<file path="src/rtl/s2p_receiver_pkg.sv">
// Shared constants and helpers for the serial-to-parallel receiver.
package s2p_receiver_pkg;

  localparam int unsigned DefaultWidth = 4;

  // Bit-counter width for an N-bit frame: ceil(log2(N)), never less than 1.
  function automatic int unsigned cnt_width(input int unsigned n);
    return (n < 2) ? 1 : $clog2(n);
  endfunction

endpackage

</file>
<file path="src/rtl/s2p_bitcnt.sv">
// Frame bit counter: counts accepted bits 0..N-1, wraps, flags the last bit of a frame.
module s2p_bitcnt #(
  parameter int unsigned N  = 4,
  parameter int unsigned CW = 2
) (
  input  logic          Clock,
  input  logic          Resetn,
  input  logic          en_i,
  input  logic          clr_i,
  output logic [CW-1:0] cnt_o,
  output logic          last_o
);

  logic [CW-1:0] cnt_q, cnt_d;

  assign last_o = (cnt_q == CW'(N - 1));
  assign cnt_o  = cnt_q;

  always_comb begin
    cnt_d = cnt_q;
    if (clr_i) begin
      cnt_d = '0;
    end else if (en_i) begin
      cnt_d = last_o ? '0 : cnt_q + CW'(1);
    end
  end

  always_ff @(posedge Clock or negedge Resetn) begin
    if (!Resetn) begin
      cnt_q <= '0;
    end else begin
      cnt_q <= cnt_d;
    end
  end

endmodule

</file>
<file path="src/rtl/s2p_receiver.sv">
// LSB-first serial-to-parallel receiver with a one-word valid/ready output slot
// and a sticky overrun flag for words dropped while the slot was occupied.
module s2p_receiver
  import s2p_receiver_pkg::*;
#(
  parameter int unsigned N = DefaultWidth
) (
  input  logic         Clock,
  input  logic         Resetn,
  input  logic         w,
  input  logic         En,
  input  logic         Clr,
  input  logic         Ready,
  output logic [N-1:0] Q,
  output logic         Valid,
  output logic         Overrun,
  output logic         Busy
);

  localparam int unsigned CW = cnt_width(N);

  logic [N-1:0]  s_q, s_d;
  logic [N-1:0]  q_q, q_d;
  logic          valid_q, valid_d;
  logic          overrun_q, overrun_d;
  logic [CW-1:0] cnt;
  logic          last_bit;
  logic          accept;
  logic          complete;
  logic          slot_free;
  logic [N-1:0]  word;

  s2p_bitcnt #(
    .N  (N),
    .CW (CW)
  ) u_bitcnt (
    .Clock  (Clock),
    .Resetn (Resetn),
    .en_i   (En),
    .clr_i  (Clr),
    .cnt_o  (cnt),
    .last_o (last_bit)
  );

  // Clr takes priority over En: a bit arriving with Clr is dropped.
  assign accept    = En & ~Clr;
  assign complete  = accept & last_bit;
  assign slot_free = ~valid_q | Ready;
  assign word      = {w, s_q[N-1:1]};

  always_comb begin
    s_d       = s_q;
    q_d       = q_q;
    valid_d   = valid_q;
    overrun_d = overrun_q;

    if (Clr) begin
      s_d       = '0;
      overrun_d = 1'b0;
    end else if (accept) begin
      s_d = word;
    end

    if (complete) begin
      if (slot_free) begin
        q_d     = word;
        valid_d = 1'b1;
      end else begin
        overrun_d = 1'b1;
      end
    end else if (valid_q && Ready) begin
      valid_d = 1'b0;
    end
  end

  always_ff @(posedge Clock or negedge Resetn) begin
    if (!Resetn) begin
      s_q       <= '0;
      q_q       <= '0;
      valid_q   <= 1'b0;
      overrun_q <= 1'b0;
    end else begin
      s_q       <= s_d;
      q_q       <= q_d;
      valid_q   <= valid_d;
      overrun_q <= overrun_d;
    end
  end

  assign Q       = q_q;
  assign Valid   = valid_q;
  assign Overrun = overrun_q;
  assign Busy    = (cnt != '0);

endmodule
</file>
<file path="config.mk">
export PLATFORM = sky130hd
export DESIGN_NAME = s2p_receiver
export DESIGN_NICKNAME = d
export VERILOG_FILES = /design/src/rtl/s2p_receiver_pkg.sv /design/src/rtl/s2p_bitcnt.sv /design/src/rtl/s2p_receiver.sv
export SDC_FILE = /design/constraint.sdc
export NUM_CORES = 1
export LEC_CHECK = 0
export CAP_MARGIN = 10
export CORE_AREA = 2 2 39 41
export DETAILED_ROUTE_END_ITERATION = 10
export DIE_AREA = 0 0 41 43
export MAX_ROUTING_LAYER = met4
export PLACE_DENSITY = 0.64
export SYNTH_ARGS = -nofsm -noshare
export SYNTH_HDL_FRONTEND = slang
export SYNTH_SLANG_ARGS = --single-unit
</file>
<file path="constraint.sdc">
create_clock -name Clock -period 1.7 [get_ports Clock]
set_clock_uncertainty 0.2 [all_clocks]
set_input_delay 0.17 -clock Clock [delete_from_list [all_inputs] [get_ports Clock]]
set_output_delay 0.17 -clock Clock [all_outputs]
set_load 0.005 [all_outputs]
</file>
==> flow_summary_export.csv <==
group,metric,value,unit
timing,fmax,0.615,GHz
worst_setup_path,r2r_slack,0.07,ns
placed_design,gp_congestion,0.649,
clocking,clock_path_buffers,2,
worst_setup_path,reg2reg_to,"Q[3]",
timing,finalCriticalPeriod,1.63,ns
final_layout,finalInstanceArea,696,sq um
synthesis,syn_avg_cell_area,12.7,sq um
worst_setup_path,ff2ff_path_depth,5,
die,die_area,1760,sq um
synthesis,synth_area,497,sq um
grt,antenna_found_initial,0,
die,die_h,43,um
clocking,cts_hold_buf,0,
worst_hold_path,holdCritPathClass,"in -> async",
worst_setup_path,required,1.65,ns
run,maxCapViolCount,0,
grt,grt-ovfl-total,0,
synthesis,synthCells,39,
timing,rsz0062_at_grt,"false",
timing,setup_violations,0,
synthesis,syn_nets,47,
clocking,clk_latency,0.27,ns
timing,hold_viol_final,0,
die,fp-row-count,14,
die,initial_core_util,0.359,
die,die_w,41,um
drt,dr_total_vias,337,
drt,via_per_inst,4.55,
worst_setup_path,cp_max_fo,4,
synthesis,ys_seq_area_frac,0.554,
worst_setup_path,reg2reg_from,"u_bitcnt.cnt_o[0]",
final_layout,fin_nets,67,
clocking,cts_root_buf,"clkbuf_4",
status,status,"completed",
final_layout,syn2layout_area_growth,40.1,%
placed_design,dpl_cell_area,636,sq um
die,core-area,1380,sq um
final_layout,multi_input_area,206,sq um
placed_design,io_buffers,12,
worst_setup_path,crit_type,"reg -> reg",
timing,setup-tns-final,0,ns
drt,wl_per_cell,11.4,um
synthesis,ys_types,13,
drt,ant_nets,0,
timing,fin_crit_sh,0.957,
final_layout,ff_latch_area,275,sq um
timing,slew_headroom,0.689,
drt,drcViolationCount,0,
grt,grt_pass1_vias,330,
final_layout,fillers,137,
final_layout,antenna_cells,0,
worst_setup_path,arrival,1.58,ns
clocking,cts_tree,"yes",
placed_design,post-dp-hpwl,626,um
die,io-pin-count,13,
clocking,cts_made_buffers,3,
final_layout,instances_no_fill,74,
worst_setup_path,end_kind,"flop",
timing,worst_pin_slew,0.465,ns
clocking,h-tree-depth,1,
synthesis,synth-seq-cells,11,
drt,drtIter0Drc,0,
synthesis,yosys_warnings,0,
drt,first_pass_iters,1,
grt,grt_usage,0.128,
grt,grt_pass1_wl,1370,um
timing,finalMaxSlewViolations,0,
drt,wl,840,um
placed_design,dp.cells,67,
worst_setup_path,crit_path_start_kind,"flop",
final_layout,drive_above_1_share,0.259,
grt,grt_max_degree,12,
clocking,clkTransAtPathRegs,0.07,ns
final_layout,utilization,0.503,
power_and_ir_drop,power_density,786,nW/um^2
timing,hold_ws,0.0194,ns
power_and_ir_drop,ir_drop,0.000416,V
power_and_ir_drop,p_leak,0.342,nW
clocking,cts_sinks,11,
cells in the mapped netlist (all sizes together):
master	instances	area, sq um
inv	3	11.3
buf	1	11.3
nor2	7	26.3
ha	2	25.0
clkbuf	1	5.00
mux2	4	45.0
dfrtp	11	275
a31oi	1	6.26
nand2	1	11.3
o21bai	1	7.51
nor2b	1	6.26
nor3	1	16.3
mux2i	5	50.1
layout make-up:
cell class	instances	area share
tap	16	0.0288
clock buffer	4	0.0378
inverter	3	0.0162
timing repair buffer	17	0.225
sequential	11	0.396
multi-input combinational	23	0.297
where the power goes:
part           switching [mW]  internal (mW)
registers             0.00765          0.276
clock network          0.0835         0.0909
logic                  0.0354         0.0536
total                   0.127          0.420
logic make-up after synthesis:
family / after synthesis / synth area share
DFF: 11 / 0.554
and+or+nand+nor: 10 / 0.121
muxes: 9 / 0.191
buffers and inverters: 5 / 0.0554
AOI/OAI and AO/OA: 2 / 0.0277
adders and majority gates: 2 / 0.0504
how the worst max path moves through the flow:
stage                 startpoint  endpoint  depth (start not counted)
2_1_floorplan  u_bitcnt.cnt_o[0]      Q[3]                          4
3_3_place_gp                  En      Q[3]                          4
3_5_place_dp                  En      Q[1]                          4
4_1_cts        u_bitcnt.cnt_o[1]      Q[1]                          5
5_1_grt        u_bitcnt.cnt_o[1]      Q[3]                          5
6_report       u_bitcnt.cnt_o[0]      Q[3]                          5
cell usage in the layout, fill, tap and decap left out:
| cell | instances |
|---|---|
| ha_4 | 1 |
| o21bai_1 | 1 |
| clkbuf_1 | 1 |
| dlygate4sd2_1 | 1 |
| nor2b_1 | 1 |
| clkdlybuf4s50_1 | 11 |
| buf_4 | 5 |
| dfrtp_1 | 11 |
| nand2_4 | 1 |
| nor3_4 | 1 |
| inv_1 | 3 |
| ha_1 | 1 |
| nor2_1 | 7 |
| a31oi_1 | 1 |
| mux2i_1 | 5 |
| clkbuf_4 | 3 |
| mux2_2 | 4 |
what timing repair did:
action,CTS,global route
resized for setup,2,1
buffers inserted,3,0
setup endpoints to repair,1,4
pin swaps,0,1
endpoints found under the hold margin,0,0
layer usage:
layer  share of wire  global-route usage  vias up
met4           0.046               0.120        0
met3           0.038              0.0314        5
li1                -                   -      168
met2            0.48               0.169       11
met5               0                   -        -
met1            0.43               0.150      153
flip-flops by register name, summed over array words and instances, names as in the netlist:
register and count:
Q 4, u_bitcnt.cnt_o 2, Overrun 1, Valid 1, s_q 3
worst max-delay path, stage by stage, from the launching register on:
cell and delay, ns:
dfrtp_1 0.35, buf_4 0.13, ha_4 0.15, nand2_4 0.06, nor3_4 0.26, mux2_2 0.36
stage by stage:
step | worst slack (ns) | power (mW)
finish | 0.0727 | 0.547
detailed placement | -0.0342 | 0.370
global placement | -0.0116 | 0.369
global route | 0.00873 | 0.580
floorplan | 0.163 | 0.325
CTS | 0.0224 | 0.555
(Power assumes the default switching activity.)
